**config.mk**
```make
export PLATFORM = sky130hd
export DESIGN_NAME = apb_led_pwm_flat
export DESIGN_NICKNAME = d
export VERILOG_FILES = /design/src/rtl/apb_led_pwm_if.sv /design/src/rtl/apb_led_pwm.sv /design/src/flat_wrapper.sv
export SDC_FILE = /design/constraint.sdc
export NUM_CORES = 1
export LEC_CHECK = 0
export ABC_AREA = 1
export CAP_MARGIN = 25
export CORE_MARGIN = 5
export CORE_UTILIZATION = 30
export CTS_BUF_LIST = sky130_fd_sc_hd__clkbuf_16
export DETAILED_ROUTE_END_ITERATION = 16
export GPL_ROUTABILITY_DRIVEN = 0
export GPL_TIMING_DRIVEN = 0
export HOLD_SLACK_MARGIN = 0.12
export PLACE_DENSITY_LB_ADDON = 0.08
export SYNTH_ARGS = -nofsm -noshare
export SYNTH_HDL_FRONTEND = slang
export SYNTH_SLANG_ARGS = --single-unit
```
**constraint.sdc**
```tcl
create_clock -name PCLK -period 2.7 [get_ports PCLK]
set_clock_uncertainty 0.15 [all_clocks]
set_input_delay 0.54 -clock PCLK [delete_from_list [all_inputs] [get_ports PCLK]]
set_output_delay 0.54 -clock PCLK [all_outputs]
set_load 0.03 [all_outputs]
```
**src/rtl/apb_led_pwm_if.sv**
```systemverilog
// APB3 slave bus bundle for the LED PWM controller.
interface apb_led_pwm_if;
    logic        PSEL;
    logic [15:0] PADDR;
    logic        PENABLE;
    logic        PWRITE;
    logic [31:0] PWDATA;
    logic [31:0] PRDATA;
    logic        PREADY;
    logic        PSLVERR;

    modport master (
        output PSEL, PADDR, PENABLE, PWRITE, PWDATA,
        input  PRDATA, PREADY, PSLVERR
    );

    modport slave (
        input  PSEL, PADDR, PENABLE, PWRITE, PWDATA,
        output PRDATA, PREADY, PSLVERR
    );
endinterface

```
**src/rtl/apb_led_pwm.sv**
```systemverilog
// APB-controlled LED driver: per-channel PWM duty, global prescaler and blink gating.
// LED output is two register stages behind the control/data registers.
module apb_led_pwm #(
    parameter int unsigned NUM_LED   = 8,
    parameter int unsigned PWM_WIDTH = 8
) (
    input  logic               PCLK,
    input  logic               PRESETn,
    apb_led_pwm_if.slave       apb,
    input  logic [3:0]         ECOREVNUM,
    output logic [NUM_LED-1:0] LED
);
    localparam logic [31:0] LP_NUM_LED   = 32'(NUM_LED);
    localparam logic [31:0] LP_PWM_W     = 32'(PWM_WIDTH);
    localparam logic [9:0]  LP_DUTY_BASE = 10'h010;

    logic [NUM_LED-1:0]   r_data;
    logic [1:0]           r_ctrl;
    logic [15:0]          r_prescale;
    logic [15:0]          r_blink;
    logic [PWM_WIDTH-1:0] r_duty [NUM_LED];
    logic [15:0]          r_pre_cnt;
    logic [PWM_WIDTH-1:0] r_pwm_cnt;
    logic [15:0]          r_blink_cnt;
    logic                 r_blink_phase;
    logic [NUM_LED-1:0]   r_led_d;
    logic [NUM_LED-1:0]   r_led;

    logic [9:0]           w_idx;
    logic                 w_wr;
    logic                 w_duty_hit;
    logic [31:0]          w_duty_rd;
    logic                 w_mapped;
    logic [31:0]          w_rdata;
    logic                 w_clr;
    logic                 w_tick;
    logic                 w_wrap;
    logic                 w_phase;
    logic [NUM_LED-1:0]   w_pwm_on;
    logic [NUM_LED-1:0]   w_led_next;
    logic                 w_unused_bits;

    assign w_idx         = apb.PADDR[11:2];
    assign w_wr          = apb.PSEL & apb.PENABLE & apb.PWRITE;
    assign w_unused_bits = ^{apb.PADDR[15:12], apb.PADDR[1:0], apb.PWDATA[31:16]};

    always_comb begin
        w_duty_hit = 1'b0;
        w_duty_rd  = '0;
        for (int unsigned i = 0; i < NUM_LED; i++) begin
            if (w_idx == LP_DUTY_BASE + 10'(i)) begin
                w_duty_hit = 1'b1;
                w_duty_rd  = 32'(r_duty[i]);
            end
        end
    end

    assign w_mapped = (w_idx <= 10'd4) | w_duty_hit;

    always_comb begin
        w_rdata = w_duty_rd;
        case (w_idx)
            10'd0:   w_rdata = 32'(r_data);
            10'd1:   w_rdata = {30'h0, r_ctrl};
            10'd2:   w_rdata = {16'h0, r_prescale};
            10'd3:   w_rdata = {16'h0, r_blink};
            10'd4:   w_rdata = {16'h0, LP_NUM_LED[7:0], LP_PWM_W[3:0], ECOREVNUM};
            default: w_rdata = w_duty_rd;
        endcase
    end

    assign apb.PRDATA  = (apb.PSEL & ~apb.PWRITE) ? w_rdata : '0;
    assign apb.PREADY  = 1'b1;
    assign apb.PSLVERR = apb.PSEL & apb.PENABLE & ~w_mapped;

    always_ff @(posedge PCLK or negedge PRESETn) begin
        if (!PRESETn) begin
            r_data     <= '0;
            r_ctrl     <= '0;
            r_prescale <= '0;
            r_blink    <= '0;
            for (int unsigned i = 0; i < NUM_LED; i++) r_duty[i] <= '0;
        end else if (w_wr) begin
            case (w_idx)
                10'd0:   r_data     <= apb.PWDATA[NUM_LED-1:0];
                10'd1:   r_ctrl     <= apb.PWDATA[1:0];
                10'd2:   r_prescale <= apb.PWDATA[15:0];
                10'd3:   r_blink    <= apb.PWDATA[15:0];
                default: ;
            endcase
            for (int unsigned i = 0; i < NUM_LED; i++) begin
                if (w_idx == LP_DUTY_BASE + 10'(i)) r_duty[i] <= apb.PWDATA[PWM_WIDTH-1:0];
            end
        end
    end

    // CTRL/PRESCALE writes restart the whole timebase and win over a coincident tick/wrap.
    assign w_clr   = w_wr & ((w_idx == 10'd1) | (w_idx == 10'd2));
    assign w_tick  = (r_pre_cnt == r_prescale);
    assign w_wrap  = w_tick & (r_pwm_cnt == '1);
    assign w_phase = (r_blink == '0) | r_blink_phase;

    always_ff @(posedge PCLK or negedge PRESETn) begin
        if (!PRESETn) begin
            r_pre_cnt     <= '0;
            r_pwm_cnt     <= '0;
            r_blink_cnt   <= '0;
            r_blink_phase <= 1'b1;
        end else if (w_clr) begin
            r_pre_cnt     <= '0;
            r_pwm_cnt     <= '0;
            r_blink_cnt   <= '0;
            r_blink_phase <= 1'b1;
        end else begin
            r_pre_cnt <= w_tick ? '0 : r_pre_cnt + 16'd1;
            if (w_tick) r_pwm_cnt <= r_pwm_cnt + PWM_WIDTH'(1);
            if (r_blink == '0) begin
                r_blink_cnt   <= '0;
                r_blink_phase <= 1'b1;
            end else if (w_wrap) begin
                if (r_blink_cnt == r_blink - 16'd1) begin
                    r_blink_cnt   <= '0;
                    r_blink_phase <= ~r_blink_phase;
                end else begin
                    r_blink_cnt <= r_blink_cnt + 16'd1;
                end
            end
        end
    end

    always_comb begin
        w_pwm_on = '0;
        for (int unsigned i = 0; i < NUM_LED; i++) w_pwm_on[i] = (r_pwm_cnt < r_duty[i]);
    end

    assign w_led_next = r_data
                      & (r_ctrl[0] ? w_pwm_on : '1)
                      & (r_ctrl[1] ? {NUM_LED{w_phase}} : '1);

    always_ff @(posedge PCLK or negedge PRESETn) begin
        if (!PRESETn) begin
            r_led_d <= '0;
            r_led   <= '0;
        end else begin
            r_led_d <= w_led_next;
            r_led   <= r_led_d;
        end
    end

    assign LED = r_led;
endmodule

```
**src/flat_wrapper.sv**
```systemverilog
// flat-port wrapper written by rule: the top's interface ports become plain ports
module apb_led_pwm_flat 
#(
    parameter int unsigned NUM_LED   = 8,
    parameter int unsigned PWM_WIDTH = 8
)
  (PCLK, PRESETn, ECOREVNUM, LED, apb_PSEL, apb_PADDR, apb_PENABLE, apb_PWRITE, apb_PWDATA, apb_PRDATA, apb_PREADY, apb_PSLVERR);
  apb_led_pwm_if apb_i ();
  input  logic PCLK;
  input  logic PRESETn;
  input  logic [3:0] ECOREVNUM;
  output logic [NUM_LED-1:0] LED;
  input wire logic [$bits(apb_i.PSEL)-1:0] apb_PSEL;
  input wire logic [$bits(apb_i.PADDR)-1:0] apb_PADDR;
  input wire logic [$bits(apb_i.PENABLE)-1:0] apb_PENABLE;
  input wire logic [$bits(apb_i.PWRITE)-1:0] apb_PWRITE;
  input wire logic [$bits(apb_i.PWDATA)-1:0] apb_PWDATA;
  output wire logic [$bits(apb_i.PRDATA)-1:0] apb_PRDATA;
  output wire logic [$bits(apb_i.PREADY)-1:0] apb_PREADY;
  output wire logic [$bits(apb_i.PSLVERR)-1:0] apb_PSLVERR;
  assign apb_i.PSEL = apb_PSEL;
  assign apb_i.PADDR = apb_PADDR;
  assign apb_i.PENABLE = apb_PENABLE;
  assign apb_i.PWRITE = apb_PWRITE;
  assign apb_i.PWDATA = apb_PWDATA;
  assign apb_PRDATA = apb_i.PRDATA;
  assign apb_PREADY = apb_i.PREADY;
  assign apb_PSLVERR = apb_i.PSLVERR;
  apb_led_pwm #(.NUM_LED(NUM_LED), .PWM_WIDTH(PWM_WIDTH)) u_core (.PCLK(PCLK), .PRESETn(PRESETn), .apb(apb_i), .ECOREVNUM(ECOREVNUM), .LED(LED));
endmodule
```
=== Word-level counts from Yosys, hierarchy flattened ===
Cells that the tools add are included.

* Register bits after elaboration: 163
* Bits of input ports: 57
* Output and inout port bits: 42
* Word-level logic and storage cells: 110

* $add $sub $neg: 4
* $lt $le $gt $ge: 9
* Equal/unequal tests: 15
* Mux-type cells: 32
* Bitwise logic cells: 14
* Reduce and logical (&&, ||, !) cells: 18

{| class="wikitable"
|+ Operators by type and width
! operator !! number
|-
| 32-bit two-way mux || 8
|-
| 32-bit case mux with 5 select lines || 1
|-
| 16-bit two-way mux || 6
|-
| 10-bit by 5-bit == test with 1-bit output (second input constant) || 8
|-
| 8-bit < comparator || 8
|-
| 8-bit two-way mux || 5
|-
| 16-bit by 1-bit adder with 16-bit output (second input constant) || 2
|-
| 16-bit == test || 2
|-
| 2-bit AND reduction || 13
|-
| 10-bit by 2-bit == test with 1-bit output (second input constant) || 2
|-
| 8-bit AND || 2
|-
| 16-bit logical NOT || 1
|-
| 16-bit by 1-bit subtractor with 16-bit output (second input constant) || 1
|-
| 1-bit two-way mux || 12
|-
| 10-bit by 1-bit == test with 1-bit output (second input constant) || 1
|-
| 10-bit by 3-bit == test with 1-bit output (second input constant) || 1
|-
| 10-bit by 3-bit less-or-equal comparator with 1-bit output (second input constant) || 1
|-
| 10-bit logical NOT || 1
|-
| 8-bit by 1-bit adder with 8-bit output (second input constant) || 1
|-
| 8-bit == test (second input constant) || 1
|-
| 1-bit AND || 6
|-
| 3-bit nonzero test || 2
|-
| 1-bit inverter || 3
|-
| 1-bit OR || 3
|-
| 2-bit nonzero test || 1
|}

=== Logic depth before layout (Yosys ltp) ===
* Depth after elaboration: 12
* Gate-level depth with buffers: 16
* Mapped depth without buffers: 16

=== Worst setup path before layout ===
OpenSTA, ideal clock, no wires.

* Path kind: input-to-output
* From: input apb_PADDR[10]
* To: output apb_PRDATA[7]
* Data arrival time: 2180 ps
* Data required time: 2010 ps
* Slack: -170 ps
* Stages on the path: 11
* Buffers on the path: 0
* Path through: nor2_4 nand3_4 nor2_4 inv_1 nor2_4 o21ai_0 a21oi_1 nor2_1 o21bai_1 nand2_1 a21oi_1

* Word-level cells in the longest chain between the ends: 11
* Elaborated cells between the ends (all ways): 23
* Classes of those cells: 12 x eq/ne; 10 x mux; 1 x reduce/logical

{| class="wikitable"
|+ Ends and longest elaborated chain
! element !! line !! RTL
|-
| start: declaration || flat_wrapper.sv:14 || <nowiki>input wire logic [$bits(apb_i.PADDR)-1:0] apb_PADDR;</nowiki>
|-
| 10-bit by 5-bit == test with 1-bit output || apb_led_pwm.sv:51 || <nowiki>if (w_idx == LP_DUTY_BASE + 10'(i)) begin</nowiki>
|-
| 8-bit two-way mux || apb_led_pwm.sv:51 ||
|-
| 32-bit two-way mux (7 in series) || apb_led_pwm.sv:51 ||
|-
| 32-bit case mux with 5 select lines (*) || apb_led_pwm.sv:62 || <nowiki>case (w_idx)</nowiki>
|-
| 32-bit two-way mux (*) || apb_led_pwm.sv:72 || <nowiki>assign apb.PRDATA = (apb.PSEL & ~apb.PWRITE) ? w_rdata : '0;</nowiki>
|-
| end: declaration || flat_wrapper.sv:18 || <nowiki>output wire logic [$bits(apb_i.PRDATA)-1:0] apb_PRDATA;</nowiki>
|}

Mark *: on every way between the ends. The rest lies on a longest branch, timed or not.

=== Worst setup path in the final report ===
* From: input apb_PADDR[11]
* To: output apb_PRDATA[2]

Same word-level chain as after synthesis.

==> impl_metrics.ini <==
[logic_synthesis]
synth.top_cell.area_share_pct = 38.6
post_synth_num_cell_types = 51
ys_async_sr_fraction_pct = 100
postSynthCellCount = 1437
synth-main-ff-cell = sky130_fd_sc_hd__dfrtp_1
synthesis.area_mm2 = 0.0105
synth_warnings = 0
synth.area.top_cells = sky130_fd_sc_hd__dfrtp_1, sky130_fd_sc_hd__nand2_1, sky130_fd_sc_hd__o21ai_0, sky130_fd_sc_hd__inv_1, sky130_fd_sc_hd__ha_1
syn-mean-instance-area_um2 = 7.30
edff_count_synth = 0
ys_ff_latch = 163
synth.largest_area_cell = sky130_fd_sc_hd__dfrtp_1
register_area_share_after_synthesis_pct = 38.9

[worst_setup_path]
path_max_fanout = 4
reg2reg_slack_ps = 160
worstSetupStartpointType = input pin
r2r_worst_path_depth = 8
crit_required_ps = 2010
path_class = input pin to output port
worst_setup_path_end_kind = output port
critical_path.reg2reg.endpoint = u_core.r_led_d[4]
worst_ep_arrival_time_ps = 2260
r2r_start = u_core.r_blink[0]

[die]
core_area_mm2 = 0.0345
placement_rows = 68
design.die.area_mm2 = 0.0388
die_x_um = 197
top_level_ports = 99
initial_standard_cell_utilization_of_the_core_pct = 30.4
die_h_um = 197

[power_and_ir_drop]
power.static_leakage_nw = 6.11
comb_power_share_pct = 25.1
sequentialPowerShare_pct = 40.1
power_density_mw_per_mm2 = 541
worst_ir_drop_vdd_uv = 484
post-layout-total-power_w = 0.00719
p_clk_share_pct = 34.8
internal-power_w = 0.00468
power_switching_share_pct = 35.0
net-switching-power_w = 0.00252

[cts]
root_buffer = sky130_fd_sc_hd__clkbuf_16
clock_tree_from_tritoncts = done
number_of_h_tree_levels = 4
cts_max_path_buffers = 2
cts.clk_slew.worst_paths_ps = 60
numCtsBuffers = 17
cts_sinks = 163
worst_skew_pair_later_pin_latency_ps = 450

[final_layout]
fin_util_pct = 38.5
layout.cells.most_common = sky130_fd_sc_hd__nand2_1
layout-drive-gt1-share_pct = 17.1
multi_input_comb_area_mm2 = 0.00590
fillers = 3712
antenna_cells = 0
design.final.nets = 1690
most-common-layout-cells = sky130_fd_sc_hd__nand2_1, sky130_fd_sc_hd__inv_1, sky130_fd_sc_hd__dfrtp_1
area_delta_synth_final_pct = 26.8
sequential_cell_area_mm2 = 0.00408

[sta]
finalSetupViolations = 8
finalCritPeriodShare_pct = 109
worst-slew-pin-transition_ps = 968
timing.final.ws_setup_ps = -251
layout_min_cycle_time_ps = 2950
finalHoldViolCount = 0
rsz_0062_raised_after_global_routing = true
fin_hold_ws_ps = 199
timing.fmax_mhz = 339
timing.final.max_slew_violations = 0
setup_tns_ps = -1490
worst_slew_margin_pct = 35.5

[global_route]
grt_pass1_wl_mm = 56.5
grt_use_total_pct = 19.0
grt_overflow = 0
first_global_vias = 9553
grt_antenna_before_repair = 1
grt_start_max_net_pins = 87

[detailed_routing]
detail_route.wl_per_cell_um = 17.9
drt_first_pass_iters = 5
vias_per_cell = 4.81
detailedRoute.firstIterationViolations = 633
drc = 0
postRouteAntennaNets = 0
dr_total_vias = 9801
totalWireLength_mm = 36.4

[min_path]
hold_endpoint = u_core.LED[7]
hold_class = register to register
worst_hold_startpoint = u_core.r_led_d[7]
min_delay_path_depth = 0

[placement]
port_buffers = 59
place.detailed.hpwl_mm = 27.1

[outcome]
status = finished with violations
failed_checks = negative setup slack

[job]
cap_viol_max_count = 0
==> worst max-delay path, stage by stage <==
cell and delay, ps:
sky130_fd_sc_hd__buf_6 90, sky130_fd_sc_hd__nor2_4 170, sky130_fd_sc_hd__nand3_4 120, sky130_fd_sc_hd__nor2_4 150, sky130_fd_sc_hd__inv_2 60, sky130_fd_sc_hd__nor2_4 130
sky130_fd_sc_hd__buf_6 140, sky130_fd_sc_hd__o21ai_2 60, sky130_fd_sc_hd__o21ai_2 210, sky130_fd_sc_hd__o21ai_2 80, sky130_fd_sc_hd__nand2_1 100, sky130_fd_sc_hd__nand2_2 80
sky130_fd_sc_hd__a21oi_4 160, sky130_fd_sc_hd__buf_6 150
==> how the worst max path moves through the flow <==
| stage | from | slack [ps] | cells past startpoint | end |
|---|---|---|---|---|
| after floorplan | apb_PADDR[10] | -30 | 11 | apb_PRDATA[7] |
| after global placement | PRESETn | -6540 | 1 | u_core.r_pre_cnt[11] |
| after detailed placement | apb_PADDR[2] | -1980 | 12 | apb_PRDATA[3] |
| after CTS | apb_PADDR[11] | -340 | 13 | apb_PRDATA[7] |
| after global routing | apb_PADDR[11] | -320 | 13 | apb_PRDATA[7] |
| final | apb_PADDR[11] | -250 | 14 | apb_PRDATA[2] |
==> timing repair <==
action,in CTS,in global routing
hold endpoints to repair,85,0
hold buffers,1,0
buffers inserted,34,8
gates resized for setup,295,62
gates cloned,0,0
pin swaps,40,33
setup endpoints to repair,49,35
==> final cells by class <==
cell class              instances  share of cell area (%)
plain buffers                  50                    2.21
inverters                     220                    6.58
clock buffers                  17                    3.20
multi-input cells            1018                    44.4
well taps                     455                    4.28
clock inverters                13                    1.08
repair buffers                102                    7.58
flip-flops and latches        163                    30.7
==> power by group through the flow <==
stage	clock network (W)	logic, W	registers (W)
2_1_floorplan	0	0.00124	0.00274
3_3_place_gp	0	0.00170	0.00293
3_5_place_dp	0	0.00175	0.00292
4_1_cts	0.00258	0.00181	0.00288
5_1_grt	0.00267	0.00209	0.00289
6_report	0.00250	0.00181	0.00288
==> metrics by stage <==
stage               std cells  area (um^2)  worst slack [ps]
CTS                      2031        13100              -338
floorplan                1452        10600             -26.1
global route             2038        13300              -319
detailed placement       1967        11800             -1980
global placement         1966        11700             -6540
finish                   2038        13300              -251
==> cells in the mapped netlist (2+ instances only) <==
master                      number
sky130_fd_sc_hd__a211oi_1        3
sky130_fd_sc_hd__a21boi_0        5
sky130_fd_sc_hd__a21oi_1        69
sky130_fd_sc_hd__a221oi_1        3
sky130_fd_sc_hd__a31oi_1         2
sky130_fd_sc_hd__buf_2           4
sky130_fd_sc_hd__buf_4          17
sky130_fd_sc_hd__clkbuf_1       28
sky130_fd_sc_hd__conb_1          2
sky130_fd_sc_hd__dfrtp_1       162
sky130_fd_sc_hd__ha_1           61
sky130_fd_sc_hd__inv_1         208
sky130_fd_sc_hd__inv_2          11
sky130_fd_sc_hd__nand2_1       379
sky130_fd_sc_hd__nand2_2         5
sky130_fd_sc_hd__nand2_4         2
sky130_fd_sc_hd__nand3_1        70
sky130_fd_sc_hd__nand3_2         2
sky130_fd_sc_hd__nand3b_1        2
sky130_fd_sc_hd__nand4_1        26
sky130_fd_sc_hd__nor2_1         88
sky130_fd_sc_hd__nor2_2          5
sky130_fd_sc_hd__nor2_4          7
sky130_fd_sc_hd__nor3_1         29
sky130_fd_sc_hd__nor3_2          2
sky130_fd_sc_hd__nor4_1          5
sky130_fd_sc_hd__nor4_4          2
sky130_fd_sc_hd__o2111ai_1       4
sky130_fd_sc_hd__o211ai_1       11
sky130_fd_sc_hd__o21a_1          3
sky130_fd_sc_hd__o21ai_0       167
sky130_fd_sc_hd__o21ai_2         2
sky130_fd_sc_hd__o21bai_1        2
sky130_fd_sc_hd__o221ai_1        3
sky130_fd_sc_hd__o22ai_1        12
sky130_fd_sc_hd__xnor2_1         5
sky130_fd_sc_hd__xor2_1         15
==> cells by family after synthesis <==
group | share of synthesized area, %
xor+xnor | 1.67
compound gates | 15.0
buf+inv | 10.4
other cells | 0.0716
simple gates | 26.7
flops | 38.9
fa+ha+maj | 7.27
==> registers in the layout, indices dropped and copies added (netlist names) <==
signal	count
u_core.r_led_d	8
u_core.r_pwm_cnt	8
u_core.r_data	8
u_core.r_blink_phase	1
u_core.r_duty	64
u_core.r_blink_cnt	16
u_core.r_pre_cnt	16
u_core.LED	8
u_core.r_ctrl	2
u_core.r_blink	16
u_core.r_prescale	16
==> routing by layer <==
| metal | global-route usage [%] | vias up | part of all wire [%] |
|---|---|---|---|
| met5 | 0 | - | 0 |
| met4 | 5.34 | 0 | 2.0 |
| met3 | 3.38 | 35 | 3.9 |
| met2 | 28.9 | 176 | 44 |
| met1 | 27.8 | 4646 | 51 |
| li1 | - | 4944 | - |
(Power assumes the default switching activity.)
